===== src/rtl/micro_pkg.sv =====
// Shared definitions for the micro core control path: phase indices,
// sequencer state encoding and default memory timeout.
package micro_pkg;

    localparam int PH_F = 0;
    localparam int PH_R = 1;
    localparam int PH_X = 2;
    localparam int PH_M = 3;
    localparam int PH_W = 4;
    localparam int NUM_PHASES = 5;

    localparam int DEFAULT_TIMEOUT = 16;

    typedef enum logic [2:0] {
        ST_IDLE  = 3'd0,
        ST_F     = 3'd1,
        ST_R     = 3'd2,
        ST_X     = 3'd3,
        ST_M     = 3'd4,
        ST_W     = 3'd5,
        ST_HALT  = 3'd6,
        ST_FAULT = 3'd7
    } seq_state_e;

    // One-hot phase for the five instruction phases; zero everywhere else.
    function automatic logic [NUM_PHASES-1:0] phase_decode(input seq_state_e s);
        logic [NUM_PHASES-1:0] p;
        p = '0;
        case (s)
            ST_F:    p[PH_F] = 1'b1;
            ST_R:    p[PH_R] = 1'b1;
            ST_X:    p[PH_X] = 1'b1;
            ST_M:    p[PH_M] = 1'b1;
            ST_W:    p[PH_W] = 1'b1;
            default: p = '0;
        endcase
        return p;
    endfunction

endpackage


===== src/rtl/phase_sequencer_if.sv =====
// Memory handshake and debug register-read port between the phase sequencer
// and the rest of the core / board.
interface phase_sequencer_if #(
    parameter int DBG_AW = 3
);
    // Handshakes:
    //  memory: mem_req is held high for the whole access; the access completes
    //          in the first cycle where mem_req and mem_rdy are both high.
    //          mem_rdy is ignored whenever mem_req is low.
    //  debug:  dbg_req/dbg_addr are held until dbg_ack; dbg_ack is a one-cycle
    //          grant during which rf_ra_sel steers read port 1 to rf_dbg_addr and
    //          the register data is valid. The requester drops dbg_req next cycle.
    logic              mem_req;
    logic              mem_rdy;
    logic              dbg_req;
    logic [DBG_AW-1:0] dbg_addr;
    logic              dbg_ack;
    logic              rf_ra_sel;
    logic [DBG_AW-1:0] rf_dbg_addr;

    modport master (
        output mem_req,
        input  mem_rdy,
        input  dbg_req,
        input  dbg_addr,
        output dbg_ack,
        output rf_ra_sel,
        output rf_dbg_addr
    );

    modport slave (
        input  mem_req,
        output mem_rdy,
        output dbg_req,
        output dbg_addr,
        input  dbg_ack,
        input  rf_ra_sel,
        input  rf_dbg_addr
    );

endinterface


===== src/rtl/seq_wait_timer.sv =====
// Counts consecutive not-ready cycles of a memory access; flags the cycle in
// which one more wait would reach the TIMEOUT limit.
module seq_wait_timer #(
    parameter int TIMEOUT = 16
) (
    input  logic CLK,
    input  logic n_rst,
    input  logic clr,
    input  logic en,
    output logic expired
);

    localparam int CW = $clog2(TIMEOUT + 1);
    localparam logic [CW-1:0] LAST = CW'(TIMEOUT - 1);

    logic [CW-1:0] count;

    assign expired = (count == LAST);

    always_ff @(posedge CLK or negedge n_rst) begin
        if (!n_rst) begin
            count <= '0;
        end else if (clr) begin
            count <= '0;
        end else if (en && !expired) begin
            count <= count + CW'(1);
        end
    end

endmodule


===== src/rtl/phase_sequencer.sv =====
// Multi-cycle F/R/X/M/W control sequencer with memory wait states, halt,
// run/step modes, timeout fault and register-file read-port-1 debug arbitration.
module phase_sequencer
    import micro_pkg::*;
#(
    parameter int TIMEOUT = DEFAULT_TIMEOUT,
    parameter int DBG_AW  = 3
) (
    input  logic                  CLK,
    input  logic                  n_rst,
    input  logic                  run,
    input  logic                  step,
    input  logic                  hlt,
    input  logic                  mem_op,
    output logic [NUM_PHASES-1:0] phase,
    output logic                  halted,
    output logic                  fault,
    output logic [31:0]           instr_cnt,
    output seq_state_e            dbg_state,
    phase_sequencer_if.master     bus
);

    seq_state_e state_q;
    seq_state_e state_d;
    logic       retire;
    logic       in_access;
    logic       wait_clr;
    logic       wait_en;
    logic       wait_expired;

    assign in_access   = (state_q == ST_F) || (state_q == ST_M);
    assign bus.mem_req = in_access;
    assign dbg_state   = state_q;

    always_comb begin
        state_d = state_q;
        retire  = 1'b0;
        case (state_q)
            ST_IDLE: begin
                if (run || step) state_d = ST_F;
            end
            ST_F: begin
                if (bus.mem_rdy)       state_d = ST_R;
                else if (wait_expired) state_d = ST_FAULT;
            end
            ST_R: begin
                state_d = ST_X;
            end
            ST_X: begin
                // A halt still retires the halting instruction.
                if (hlt) begin
                    state_d = ST_HALT;
                    retire  = 1'b1;
                end else if (mem_op) begin
                    state_d = ST_M;
                end else begin
                    state_d = ST_W;
                end
            end
            ST_M: begin
                if (bus.mem_rdy)       state_d = ST_W;
                else if (wait_expired) state_d = ST_FAULT;
            end
            ST_W: begin
                retire  = 1'b1;
                state_d = run ? ST_F : ST_IDLE;
            end
            ST_HALT:  state_d = ST_HALT;
            ST_FAULT: state_d = ST_FAULT;
            default:  state_d = ST_IDLE;
        endcase
    end

    // The wait count restarts on every new access; mem_rdy wins over expiry.
    assign wait_clr = ((state_d == ST_F) || (state_d == ST_M)) && (state_d != state_q);
    assign wait_en  = in_access && !bus.mem_rdy;

    seq_wait_timer #(
        .TIMEOUT (TIMEOUT)
    ) u_wait_timer (
        .CLK     (CLK),
        .n_rst   (n_rst),
        .clr     (wait_clr),
        .en      (wait_en),
        .expired (wait_expired)
    );

    // Outputs are decoded from the next state so they line up with state_q.
    always_ff @(posedge CLK or negedge n_rst) begin
        if (!n_rst) begin
            state_q   <= ST_IDLE;
            phase     <= '0;
            halted    <= 1'b0;
            fault     <= 1'b0;
            instr_cnt <= '0;
        end else begin
            state_q <= state_d;
            phase   <= phase_decode(state_d);
            halted  <= (state_d == ST_HALT);
            fault   <= (state_d == ST_FAULT);
            if (retire) instr_cnt <= instr_cnt + 32'd1;
        end
    end

    logic              dbg_ack_q;
    logic [DBG_AW-1:0] dbg_addr_q;
    logic              dbg_grant;

    // The core owns read port 1 in R; the ack cycle itself blocks a
    // back-to-back grant, giving a one-cycle gap between debug reads.
    assign dbg_grant = bus.dbg_req && !dbg_ack_q && (state_d != ST_R);

    always_ff @(posedge CLK or negedge n_rst) begin
        if (!n_rst) begin
            dbg_ack_q  <= 1'b0;
            dbg_addr_q <= '0;
        end else begin
            dbg_ack_q <= dbg_grant;
            if (dbg_grant) dbg_addr_q <= bus.dbg_addr;
        end
    end

    assign bus.dbg_ack     = dbg_ack_q;
    assign bus.rf_ra_sel   = dbg_ack_q;
    assign bus.rf_dbg_addr = dbg_addr_q;

endmodule

===== src/flat_wrapper.sv =====
// flat-port wrapper written by rule: the top's interface ports become plain ports
module phase_sequencer_flat import micro_pkg::*;
#(
    parameter int TIMEOUT = DEFAULT_TIMEOUT,
    parameter int DBG_AW  = 3
)
  (CLK, n_rst, run, step, hlt, mem_op, phase, halted, fault, instr_cnt, dbg_state, bus_mem_req, bus_mem_rdy, bus_dbg_req, bus_dbg_addr, bus_dbg_ack, bus_rf_ra_sel, bus_rf_dbg_addr);
  phase_sequencer_if #(.DBG_AW(DBG_AW)) bus_i ();
  input  logic CLK;
  input  logic n_rst;
  input  logic run;
  input  logic step;
  input  logic hlt;
  input  logic mem_op;
  output logic [NUM_PHASES-1:0] phase;
  output logic halted;
  output logic fault;
  output logic [31:0] instr_cnt;
  output seq_state_e dbg_state;
  output wire logic [$bits(bus_i.mem_req)-1:0] bus_mem_req;
  input wire logic [$bits(bus_i.mem_rdy)-1:0] bus_mem_rdy;
  input wire logic [$bits(bus_i.dbg_req)-1:0] bus_dbg_req;
  input wire logic [$bits(bus_i.dbg_addr)-1:0] bus_dbg_addr;
  output wire logic [$bits(bus_i.dbg_ack)-1:0] bus_dbg_ack;
  output wire logic [$bits(bus_i.rf_ra_sel)-1:0] bus_rf_ra_sel;
  output wire logic [$bits(bus_i.rf_dbg_addr)-1:0] bus_rf_dbg_addr;
  assign bus_mem_req = bus_i.mem_req;
  assign bus_i.mem_rdy = bus_mem_rdy;
  assign bus_i.dbg_req = bus_dbg_req;
  assign bus_i.dbg_addr = bus_dbg_addr;
  assign bus_dbg_ack = bus_i.dbg_ack;
  assign bus_rf_ra_sel = bus_i.rf_ra_sel;
  assign bus_rf_dbg_addr = bus_i.rf_dbg_addr;
  phase_sequencer #(.TIMEOUT(TIMEOUT), .DBG_AW(DBG_AW)) u_core (.CLK(CLK), .n_rst(n_rst), .run(run), .step(step), .hlt(hlt), .mem_op(mem_op), .phase(phase), .halted(halted), .fault(fault), .instr_cnt(instr_cnt), .dbg_state(dbg_state), .bus(bus_i));
endmodule

===== config.mk =====
export PLATFORM = sky130hd
export DESIGN_NAME = phase_sequencer_flat
export DESIGN_NICKNAME = d
export VERILOG_FILES = /design/src/rtl/micro_pkg.sv /design/src/rtl/phase_sequencer_if.sv /design/src/rtl/seq_wait_timer.sv /design/src/rtl/phase_sequencer.sv /design/src/flat_wrapper.sv
export SDC_FILE = /design/constraint.sdc
export NUM_CORES = 1
export LEC_CHECK = 0
export CORE_UTILIZATION = 45
export CTS_CLUSTER_SIZE = 14
export DETAILED_ROUTE_END_ITERATION = 7
export HOLD_SLACK_MARGIN = 0.1
export PLACE_DENSITY = 0.73
export SLEW_MARGIN = 5
export SYNTH_ARGS = -nofsm -noshare
export SYNTH_HDL_FRONTEND = slang
export SYNTH_HIERARCHICAL = 1
export SYNTH_SLANG_ARGS = --single-unit
export TNS_END_PERCENT = 20

===== constraint.sdc =====
create_clock -name CLK -period 5.2 [get_ports CLK]
set_input_delay 1.04 -clock CLK [delete_from_list [all_inputs] [get_ports CLK]]
set_output_delay 1.04 -clock CLK [all_outputs]
set_load 0.05 [all_outputs]

* Yosys cells after proc, flatten, opt, wreduce, memory -nomap -nowiden
Index checks and enable logic that the tools add are counted.
Widths: inputs -> output; s select.
** Storage, ports and cells
- Register bits :: 51
- Latch bits :: 0
- Memory bits (writable) :: 0
- Bits in read-only memories :: 0
- Input bits :: 11
- Output and inout port bits :: 48
- Logic and storage cells :: 57
- Memories :: 0
** Operators by class
- Add/sub/neg operators :: 2
- Multipliers :: 0
- Divide/modulo/power cells :: 0
- Order comparisons :: 0
- Equality and inequality tests :: 17
- Shifts and indexed selects :: 0
- Mux-type cells :: 17
- Bitwise logic cells :: 0
- Reductions and logical operators :: 13
** Operators by type and width (count)
- $add 32x1->32 const B :: 1
- $eq 3x3->1 const B :: 8
- $pmux 3 s8 :: 1
- $mux 3 :: 5
- $eq 3x2->1 const B :: 4
- $mux 5 :: 2
- $mux 1 :: 8
- $eq 3x1->1 const B :: 2
- $add 5x1->5 const B :: 1
- $eq 5x4->1 const B :: 1
- $logic_and 1x1->1 :: 5
- $logic_not 1->1 :: 3
- $logic_not 3->1 :: 1
- $logic_or 1x1->1 :: 3
- $ne 3x2->1 const B :: 1
- $ne 3x3->1 :: 1
- $pmux 1 s2 :: 1
- $reduce_bool 2->1 :: 1

* Logic depth before layout (Yosys ltp)
- Word-level depth :: 8
- Gate-level depth with buffers :: 9
- Depth with buffers taken out :: 9

* Modules after synthesis
The synthesis kept the hierarchy.
** Modules (own cells, without submodules)
- phase_sequencer :: instances 1, cells an instance 202, area an instance 2334.7 µm², seq. area each 1151.1 µm²
- seq_wait_timer :: instances 1, cells an instance 23, area an instance 260.2 µm², seq. area each 125.1 µm²

* Worst setup path before layout
Ideal clock, no wire load.
- Path kind :: input-to-reg
- Start point :: input port step
- End point :: register u_core.u_wait_timer.count[3]
- Library setup time :: 0.127 ns
- Arrival time :: 2.746 ns
- Required time :: 5.073 ns
- Path slack :: 2.327 ns
- Stages on the path :: 6
- Buffers on the path :: 0
- Path through :: or3_1 > a211oi_4 > a211oi_1 > a311oi_2 > and2b_1 > mux2_1
** On the way
- Longest elaborated chain between the ends :: 7
- Elaborated cells on any way between the ends :: 10
- Those cells by class :: eq/ne (3); mux (3); reduce/logical (4)
** Ends and longest elaborated chain
- start, declared :: RTL line flat_wrapper.sv:12 : input logic step;
- $logic_or 1x1->1 * :: RTL line phase_sequencer.sv:40 : if (run || step) state_d = ST_F;
- $mux 3 * :: RTL line phase_sequencer.sv:40
- $pmux 3 s8 * :: RTL line phase_sequencer.sv:38 : case (state_q)
- $eq 3x1->1 or $eq 3x3->1 (tied branches) :: RTL line phase_sequencer.sv:75 : assign wait_clr = ((state_d == ST_F) || (state_d == ST_M)) && (state_d != state_q);
- $logic_or 1x1->1 :: RTL line phase_sequencer.sv:75
- $logic_and 1x1->1 * :: RTL line phase_sequencer.sv:75
- named net u_core.wait_clr :: RTL line phase_sequencer.sv:27 : logic wait_clr;
- $mux 5 or $reduce_bool 2->1 (tied branches)
- end signal, assigned :: RTL line seq_wait_timer.sv:26 : count <= count + CW'(1);
- end, declared :: RTL line seq_wait_timer.sv:16 : logic [CW-1:0] count;
Mark *: on every way through the listed nets, which the timed path passes. The rest lies on a longest branch.
A chain may end at the register's enable or synchronous reset.

* Final worst setup path
- Start point :: register u_core.state_q[0] (netlist: u_core/dbg_state[0])
- End point :: output port bus_mem_req
** On the way
- Longest elaborated chain between the ends :: 2
- Elaborated cells on any way between the ends :: 3
- Those cells by class :: eq/ne (2); reduce/logical (1)
** Ends and longest elaborated chain
- start, declared :: RTL line phase_sequencer.sv:23 : seq_state_e state_q;
- start signal, assigned :: RTL line phase_sequencer.sv:97 : state_q <= state_d;
- $eq 3x1->1 or $eq 3x3->1 (tied branches) :: RTL line phase_sequencer.sv:31 : assign in_access = (state_q == ST_F) || (state_q == ST_M);
- $logic_or 1x1->1 * :: RTL line phase_sequencer.sv:31
- end, declared :: RTL line flat_wrapper.sv:20 : output wire logic [$bits(bus_i.mem_req)-1:0] bus_mem_req;
Every way passes the cells marked *; elsewhere a longest branch is shown, timed or not.

==> impl_metrics.yaml <==
cells_and_area:
  multi_input_area_um2: 1210
  antenna_cells: 0
  fillers: 476
  final_common_cell: "clkdlybuf4s50_1"
  syn_to_final_growth_pct: 27.7
  seq_area_um2: 1280
  layout_common_cells: "clkdlybuf4s50_1, dfrtp_1, xnor2_1"
  drive_gt1_share_pct: 12.8
  nets: 294
critical_path:
  required_ns: 4.16
  timing.setup.critical_path_class: "reg2out"
  max_stage_delay_ns: 0.84
  slowest_stage: "clkdlybuf4s50_1"
  crit_chain: "nand2b_1 > a21oi_1 > clkdlybuf4s50_1"
  critPathMaxFanout: 17
  start_kind: "register"
  critPathCaptureType: "primary output"
  crit_arrival_ns: 2.28
  crit_buf_inv: 1
  cp_top_family: "buffers and inverters"
synth:
  syn_area_um2: 2590
  synth_largest_area_cell: "dfrtp_1"
  async_reset_ff_share_pct: 100
  synth_edf_count: 0
  ys_ff_latch: 51
  yosys_warnings: 6
  syn_area_per_cell_um2: 11.5
  syn_inst: 225
  synth_ff_type: "dfrtp_1"
  ys_seq_area_share_pct: 49.2
  synthDominantCellAreaShare_pct: 49.2
  synth.top_cells.by_area: "dfrtp_1, xnor2_1, nand4_1"
  synth_cell_types: 54
  syn_nets: 239
clocking:
  cts_max_path_buffers: 2
  post_cts_buffers: 0
  htreeDepth: 2
  insertion_delay_ns: 0.30
  numCtsBuffers: 5
  cts_root_buf: "clkbuf_8"
  postCtsHoldBufs: 0
  cts.sinks: 51
  ctsResizeCount: 0
  cts_tree: "built"
  clk_pin_slew_ns: 0.09
sta:
  fin_crit_ns: 3.32
  max_freq_ghz: 0.301
  fin_worst_skew_ns: 0.00460
  holdWs_ns: 0.485
  fin_setup_tns_ns: 0
  hold_viol_final: 0
  slew_viol_final: 0
  min_period_over_period_pct: 63.9
  setup_viol: 0
  worstMarginPinSlew_ns: 0.845
  rsz0062_at_grt: "no"
  maxSlewHeadroom_pct: 43.5
job:
  max-cap-violations: 0
global_route:
  grt_max_degree: 52
  antenna_found_initial: 0
  grt_pass1_wl_mm: 8.27
  grt_pass1_vias: 1814
  track_usage_pct: 17.2
  gr-total-overflow: 0
place:
  numPortBuffers: 58
  dp_hpwl_mm: 3.42
  place.gp.congestion: 0.768
status:
  outcome: "complete, no violations"
drt:
  vias_per_cell: 5.25
  drt_pass1_iterations: 5
  postRouteAntennaNets: 0
  via_count: 1853
  wirelength_mm: 4.84
  route.detailed.drc: 0
  wl_per_cell_um: 13.7
  drtIter0Drc: 77
floorplan:
  die_width_um: 77.9
  die_area_um2: 6070
  start_util_pct: 46.8
  ios: 59
  core_um2: 5540
  rows: 27
  fp.dieH_um: 77.9
worst_hold_path:
  worstHoldPathType: "reg2reg"
pwr:
  p_per_area_nw_per_um2: 504
  ir_drop_mv: 0.277
  cellLeakagePower_nw: 1.36
==> flip-flops by register name (all words and copies together), names as in the netlist <==
register                   count
u_core/instr_cnt              32
u_core/phase                   5
u_core/u_wait_timer/count      5
u_core/bus.rf_dbg_addr         3
u_core/dbg_state               3
u_core/bus.dbg_ack             1
u_core/fault                   1
u_core/halted                  1
==> path summary, 6_finish.rpt <==
path                                                             to  slack [ns]                                     start  cells after the start
min reg2reg                        u_core/instr_cnt[31]$_DFFE_PN0P_        0.48          u_core/instr_cnt[31]$_DFFE_PN0P_                      1
max in group asynchronous                    u_core/fault$_DFF_PN0_        3.93                                     n_rst                      2
min                                u_core/instr_cnt[31]$_DFFE_PN0P_        0.48          u_core/instr_cnt[31]$_DFFE_PN0P_                      1
max reg2reg                u_core/u_wait_timer/count[3]$_DFFE_PN0P_        2.43  u_core/u_wait_timer/count[0]$_DFFE_PN0P_                      9
min in group asynchronous           u_core/instr_cnt[8]$_DFFE_PN0P_        0.84                                     n_rst                      2
max                                                     bus_mem_req        1.88             u_core/dbg_state[0]$_DFF_PN0_                      3
==> cell type report <==
cell class / instances / share of cell area [%]
repair buffers: 59 / 17.6
well taps: 72 / 2.72
clock inverters: 2 / 1.81
multi-input cells: 157 / 36.5
clock buffers: 6 / 2.19
flip-flops and latches: 51 / 38.5
inverters: 6 / 0.680
==> Yosys cell counts, drive strengths merged, types with 3 or more instances <==
master   count
nor3         3
nor2        15
nand2b       3
nor2b        3
a211oi       4
nand4       16
buf          9
and4         3
dfrtp       51
nand2       15
o2111ai      3
and3         4
inv          6
nand3       16
ha           3
xnor2       31
o211ai       3
and2         6
==> logic make-up after synthesis <==
family | synth area share, %
compound gates | 8.53
buf+inv | 4.24
simple gates | 23.5
flops | 49.2
mux | 1.64
xor+xnor | 11.4
fa+ha+maj | 1.45
==> per-layer routing <==
layer	part of all wire (%)	vias up	global-route usage, %
met5	0	-	0
met4	0.95	0	4.44
met3	4.3	7	3.88
met2	50	50	30.2
met1	45	895	21.4
li1	-	901	-
==> metrics by stage <==
stage / power (mW) / std cells / cell area [um2] / worst slack, ns / util, %
global placement: 1.36 / 345 / 3180 / 1.81 / 57.4
CTS: 1.69 / 353 / 3310 / 1.88 / 59.8
finish: 1.67 / 353 / 3310 / 1.88 / 59.8
global route: 1.77 / 353 / 3310 / 1.80 / 59.8
floorplan: 1.17 / 225 / 2590 / 2.33 / -
detailed placement: 1.37 / 345 / 3180 / 1.78 / 57.4
==> power breakdown <==
| part | switching (mW) | internal, mW | total, mW |
|---|---|---|---|
| clock | 0.122 | 0.192 | 0.314 |
| sequential | 0.106 | 0.472 | 0.577 |
| combinational | 0.493 | 0.287 | 0.780 |
| total | 0.720 | 0.951 | 1.67 |
==> worst register-to-register path, delay by kind of cell (launching register included) <==
family	cells	cell delay [ns]
AOI/OAI and AO/OA	4	1.06
adders and majority gates	2	0.50
DFF	1	0.42
muxes	1	0.28
and+or+nand+nor	2	0.41
No activity file was read; power rests on OpenSTA's default activity.
==> RTL edit 1: new RTL, same settings <==
Change the package constant `DEFAULT_TIMEOUT` from 16 to 32.
--- a/src/rtl/micro_pkg.sv
+++ b/src/rtl/micro_pkg.sv
@@ -11,3 +11,3 @@
 
-    localparam int DEFAULT_TIMEOUT = 16;
+    localparam int DEFAULT_TIMEOUT = 32;
 
Formal check against the unedited RTL: same outputs for any inputs over 10 cycles, from zero or initial values and one cycle with n_rst low; that may be too few to reach the edited logic, so the function may still have changed.
==> RTL edit 1 against the unedited design <==
Worst setup slack better by 0.072 ns; design area grew 1.5%; die area grew 4.1%; sequential cell count is 1 higher; wire length rose by 7.3%; power is 2.5% lower; area after synthesis grew 4.2%; utilization decreased by 0.19 points; clock power fell by 26%; critical path type unchanged.
==> RTL edit 1: results <==
metrics = {
    "clock_tree": {
        "insertion_delay_ns": 0.30,
        "cts_root_buf": "clkbuf_8",
        "cts_buffer_depth": 2,
        "cts_buffers": 5,
        "cts_setup_buffers": 0,
        "ctsResizeCount": 0,
        "clk_pin_slew_ns": 0.09,
        "h-tree-depth": 2,
    },
    "synthesis": {
        "synth_mux_area_share_pct": 1.16,
        "ys.warnings.count": 6,
        "synthFlopType": "dfrtp_1",
        "synth.net_count": 254,
        "seq_area_frac_synth_pct": 48.1,
        "yosys.area_share.adder_pct": 0.925,
        "synth-xor-area-share_pct": 10.3,
        "synth.area.top_cells": "dfrtp_1 48%, xnor2_1 9.4%, nand4_1 3.5%, nand2_1 2.6%, nand3_1 2.6%",
        "async_reset_ff_share_pct": 100,
        "yosys-top-cells-count": "52 x dfrtp_1, 29 x xnor2_1, 19 x nand2_1, 15 x nand4_1, 14 x nand3_1",
        "synth_compound_area_share_pct": 10.2,
        "yosys.cell_types.count": 57,
    },
    "global_route": {
        "antenna_found_initial": 0,
        "grt_pass1_vias": 1926,
        "grt_first_pass_wirelength_um": 9060,
        "grt_max_degree": 53,
        "track_usage_pct": 18.3,
    },
    "detailed_routing": {
        "drtIter0Drc": 146,
        "drtPass1Iterations": 4,
        "wire_per_inst_um": 14.2,
        "vias_per_cell": 5.45,
    },
    "layout": {
        "nets": 307,
        "reg_top3": "u_core/instr_cnt: 32 flops, u_core/u_wait_timer/count: 6 flops, u_core/phase: 5 flops",
        "drive_above_1_share_pct": 12.6,
        "diodes": 0,
    },
    "placed_design": {
        "place_area_um2": 3270,
        "gp_congestion": 0.754,
        "port_buffers": 58,
        "dp_hpwl_um": 3680,
    },
    "power": {
        "peakVddDrop_uv": 413,
        "p_leak_nw": 1.37,
    },
    "sta": {
        "tightest_slew_ns": 0.879,
        "finalClockSkew_ns": 0.00943,
    },
    "worst_hold_path": {
        "hold_class": "register to register",
    },
    "run_status": {
        "outcome": "completed",
    },
    "worst_setup_path": {
        "arrival_ns": 2.21,
    },
}
==> RTL edit 1: cell count changes after synthesis, sizes merged, moves of 2 or more <==
| cell | before | now |
|---|---|---|
| nand2 | 15 | 19 |
| nand3 | 16 | 19 |
| nor2 | 15 | 12 |
| nor3b | 2 | 5 |
| a31oi | 0 | 2 |
| buf | 9 | 11 |
| nand4b | 0 | 2 |
| o211ai | 3 | 5 |
==> RTL edit 1: area by class of cell <==
cell class | instances | area, µm²
Fill cell | 491 | 2280
Tap cell | 72 | 90.1
Multi-Input combinational cell | 169 | 1270
Clock inverter | 1 | 8.76
Inverter | 7 | 26.3
Sequential cell | 52 | 1300
Timing Repair Buffer | 59 | 583
Clock buffer | 6 | 82.6
==> RTL edit 1: cell families (layout without fill, tap and decap cells) <==
group | Yosys count | in the layout
flops | 52 | 52
buf+inv | 20 | 73
mux | 3 | 3
fa+ha+maj | 2 | 2
simple gates | 105 | 105
compound gates | 28 | 28
xor+xnor | 31 | 31
==> RTL edit 1: through the flow <==
stage	hold slack [ns]	setup slack [ns]	cells
detailed placement	0.471	1.68	359
CTS	0.484	1.91	366
floorplan	0.480	2.32	241
global route	0.509	1.79	366
global placement	0.461	1.74	359
finish	0.491	1.95	366
==> RTL edit 1: layer usage <==
layer	share of wire, %	vias to the layer above	GRT usage (%)
li1	-	968	-
met5	0	-	0
met2	50	54	31.9
met4	0.85	0	4.36
met3	5.0	6	3.89
met1	44	967	22.9
==> RTL edit 1: worst max-delay path, cell delays in order, from the launching register on <==
cell and delay [ns]:
dfrtp_1 0.57, nand2b_1 0.29, a21oi_1 0.22, clkdlybuf4s50_1 0.83
==> RTL edit 1: report_power, final <==
group / leakage [nW] / switching (W) / internal, W / total [W]
Combinational: 0.630 / 0.000519 / 0.000294 / 0.000813
Clock: 0.0473 / 0.000126 / 0.000106 / 0.000232
Sequential: 0.695 / 0.000104 / 0.000480 / 0.000583
==> RTL edit 1: path summary, 6_finish.rpt <==
path	start	endpoint	depth (start not counted)	slack [ns]
worst max-delay path	u_core/dbg_state[0]	bus_mem_req	3	1.95
worst min-delay path	u_core/instr_cnt[31]	u_core/instr_cnt[31]	1	0.49
worst max register to register	u_core/u_wait_timer/count[5]	u_core/u_wait_timer/count[1]	9	2.45
worst min register to register	u_core/instr_cnt[31]	u_core/instr_cnt[31]	1	0.49
max in group asynchronous	n_rst	u_core/u_wait_timer/count[4]	2	3.92
min in group asynchronous	n_rst	u_core/instr_cnt[13]	2	0.83
==> RTL edit 2: new RTL, config.mk and constraints unchanged <==
Without the edit above. Register the output `fault` once more, cleared by the reset; this adds one clock of latency there. The other outputs are not delayed to match.
--- a/src/rtl/phase_sequencer.sv
+++ b/src/rtl/phase_sequencer.sv
@@ -21,2 +21,4 @@
 );
+
+    logic fault_s0;
 
@@ -93,3 +95,3 @@
             halted    <= 1'b0;
-            fault     <= 1'b0;
+            fault_s0  <= 1'b0;
             instr_cnt <= '0;
@@ -99,3 +101,3 @@
             halted  <= (state_d == ST_HALT);
-            fault   <= (state_d == ST_FAULT);
+            fault_s0 <= (state_d == ST_FAULT);
             if (retire) instr_cnt <= instr_cnt + 32'd1;
@@ -126,2 +128,10 @@
 
+    always_ff @(posedge CLK or negedge n_rst) begin
+        if (!n_rst) begin
+            fault <= '0;
+        end else begin
+            fault <= fault_s0;
+        end
+    end
+
 endmodule
Function: no difference found for any inputs over 10 cycles, from zero or initial values and one cycle with n_rst low; that may be too few to reach the edited logic, so the function may still have changed.
==> RTL edit 2 against the unedited design <==
Power decreased by 7.7%; utilization rose by 1.4 points; wire length down 8.0%; first-iteration DRC count down 6.5%; sequential cell count increased by 1; global-route usage fell by 0.60 points; worst setup slack improved by 0.062 ns; area after synthesis decreased by 5.6%; design area down 4.5%; largest cell class unchanged; largest power group unchanged.
==> RTL edit 2: results <==
metrics = {
    "layout": {
        "diodes": 0,
        "drive_above_1_share_pct": 9.59,
        "nets": 284,
    },
    "global_route": {
        "grt_use_met1_pct": 22.5,
        "grt_first_pass_wirelength_um": 7180,
        "use_met2_pct": 26.7,
        "use_met3_pct": 4.37,
        "track_usage_pct": 16.6,
        "grt_max_degree": 53,
        "grt_pass1_vias": 1586,
    },
    "synthesis": {
        "synth.area.top_cells": "dfrtp_1 53%, xnor2_1 10%, nand4_1 2.8%, nand2_1 2.5%, nand3_1 2.0%",
        "yosys.cell_types.count": 49,
        "synth_mux_area_share_pct": 2.71,
        "synthFlopType": "dfrtp_1",
        "synth.net_count": 224,
        "yosys.area_share.adder_pct": 1.53,
        "yosys-top-cells-count": "52 x dfrtp_1, 28 x xnor2_1, 16 x nand2_1, 12 x nor2_1, 11 x nand4_1",
        "seq_area_frac_synth_pct": 53.1,
        "synth-xor-area-share_pct": 11.8,
        "synth_compound_area_share_pct": 7.97,
    },
    "power": {
        "power.internal_w": 0.000862,
        "peakVddDrop_uv": 367,
        "p_leak_nw": 1.36,
    },
    "clock_tree": {
        "cts_buffers": 5,
        "cts_buffer_depth": 2,
    },
    "worst_setup_path": {
        "cpPeakStageDelay_ns": 0.79,
        "crit_path_max_fanout": 15,
        "worstRegToRegCells": 10,
        "arrival_ns": 2.22,
    },
    "detailed_routing": {
        "vias_per_cell": 5.14,
        "drtPass1Iterations": 4,
        "drtIter0Drc": 72,
        "drt-total-wl_um": 4460,
    },
    "worst_hold_path": {
        "min_delay_path_depth": 0,
        "min_from": "u_core/fault_s0",
        "holdPathEnd": "u_core/fault",
    },
    "placed_design": {
        "dp_hpwl_um": 3130,
        "dp_slack_ns": 1.69,
        "gp_congestion": 0.795,
    },
    "run_status": {
        "outcome": "completed",
    },
    "sta": {
        "tightest_slew_ns": 0.627,
        "finalClockSkew_ns": 0.00520,
    },
}
RTL edit 2: worst max path at each step:
stage | end | slack (ns) | startpoint | depth (start not counted)
floorplan | u_core/u_wait_timer/count[3] | 2.29 | step | 8
global placement | u_core/u_wait_timer/count[3] | 1.81 | step | 9
detailed placement | u_core/u_wait_timer/count[3] | 1.69 | step | 9
CTS | bus_mem_req | 1.91 | u_core/dbg_state[0] | 3
global route | bus_mem_req | 1.81 | u_core/dbg_state[0] | 3
finish | bus_mem_req | 1.94 | u_core/dbg_state[0] | 3
RTL edit 2: kinds of logic after synthesis:
kind of cell | after synthesis
compound gates | 19
xor+xnor | 33
fa+ha+maj | 3
buf+inv | 12
flops | 52
mux | 6
simple gates | 85
RTL edit 2: power groups by stage:
stage | sequential (W) | clock (W) | combinational, W
finish | 0.000588 | 0.000231 | 0.000724
global route | 0.000606 | 0.000262 | 0.000767
CTS | 0.000589 | 0.000240 | 0.000729
detailed placement | 0.000594 | 0 | 0.000726
global placement | 0.000596 | 0 | 0.000717
floorplan | 0.000784 | 0 | 0.000339
RTL edit 2: stage by stage:
| step | total power, W | cells | hold WS [ns] | instance area, µm² |
|---|---|---|---|---|
| after floorplan | 0.00112 | 210 | 0.331 | 2450 |
| after global placement | 0.00131 | 333 | 0.339 | 3070 |
| after detailed placement | 0.00132 | 333 | 0.338 | 3070 |
| after CTS | 0.00156 | 341 | 0.368 | 3160 |
| after global routing | 0.00164 | 341 | 0.390 | 3160 |
| final | 0.00154 | 341 | 0.361 | 3160 |
RTL edit 2: area by class of cell:
cell class	count	area [µm²]
clock buffer	7	86.3
multi-input combinational	146	1070
fill	405	2010
sequential	52	1300
clock inverter	1	7.51
tap	70	87.6
inverter	6	22.5
timing repair buffer	59	583
RTL edit 2: layer usage:
layer / up-vias / wire [µm]
met4: 0 / 38
met2: 52 / 2170
li1: 854 / -
met3: 4 / 202
met5: - / 0
met1: 842 / 2050
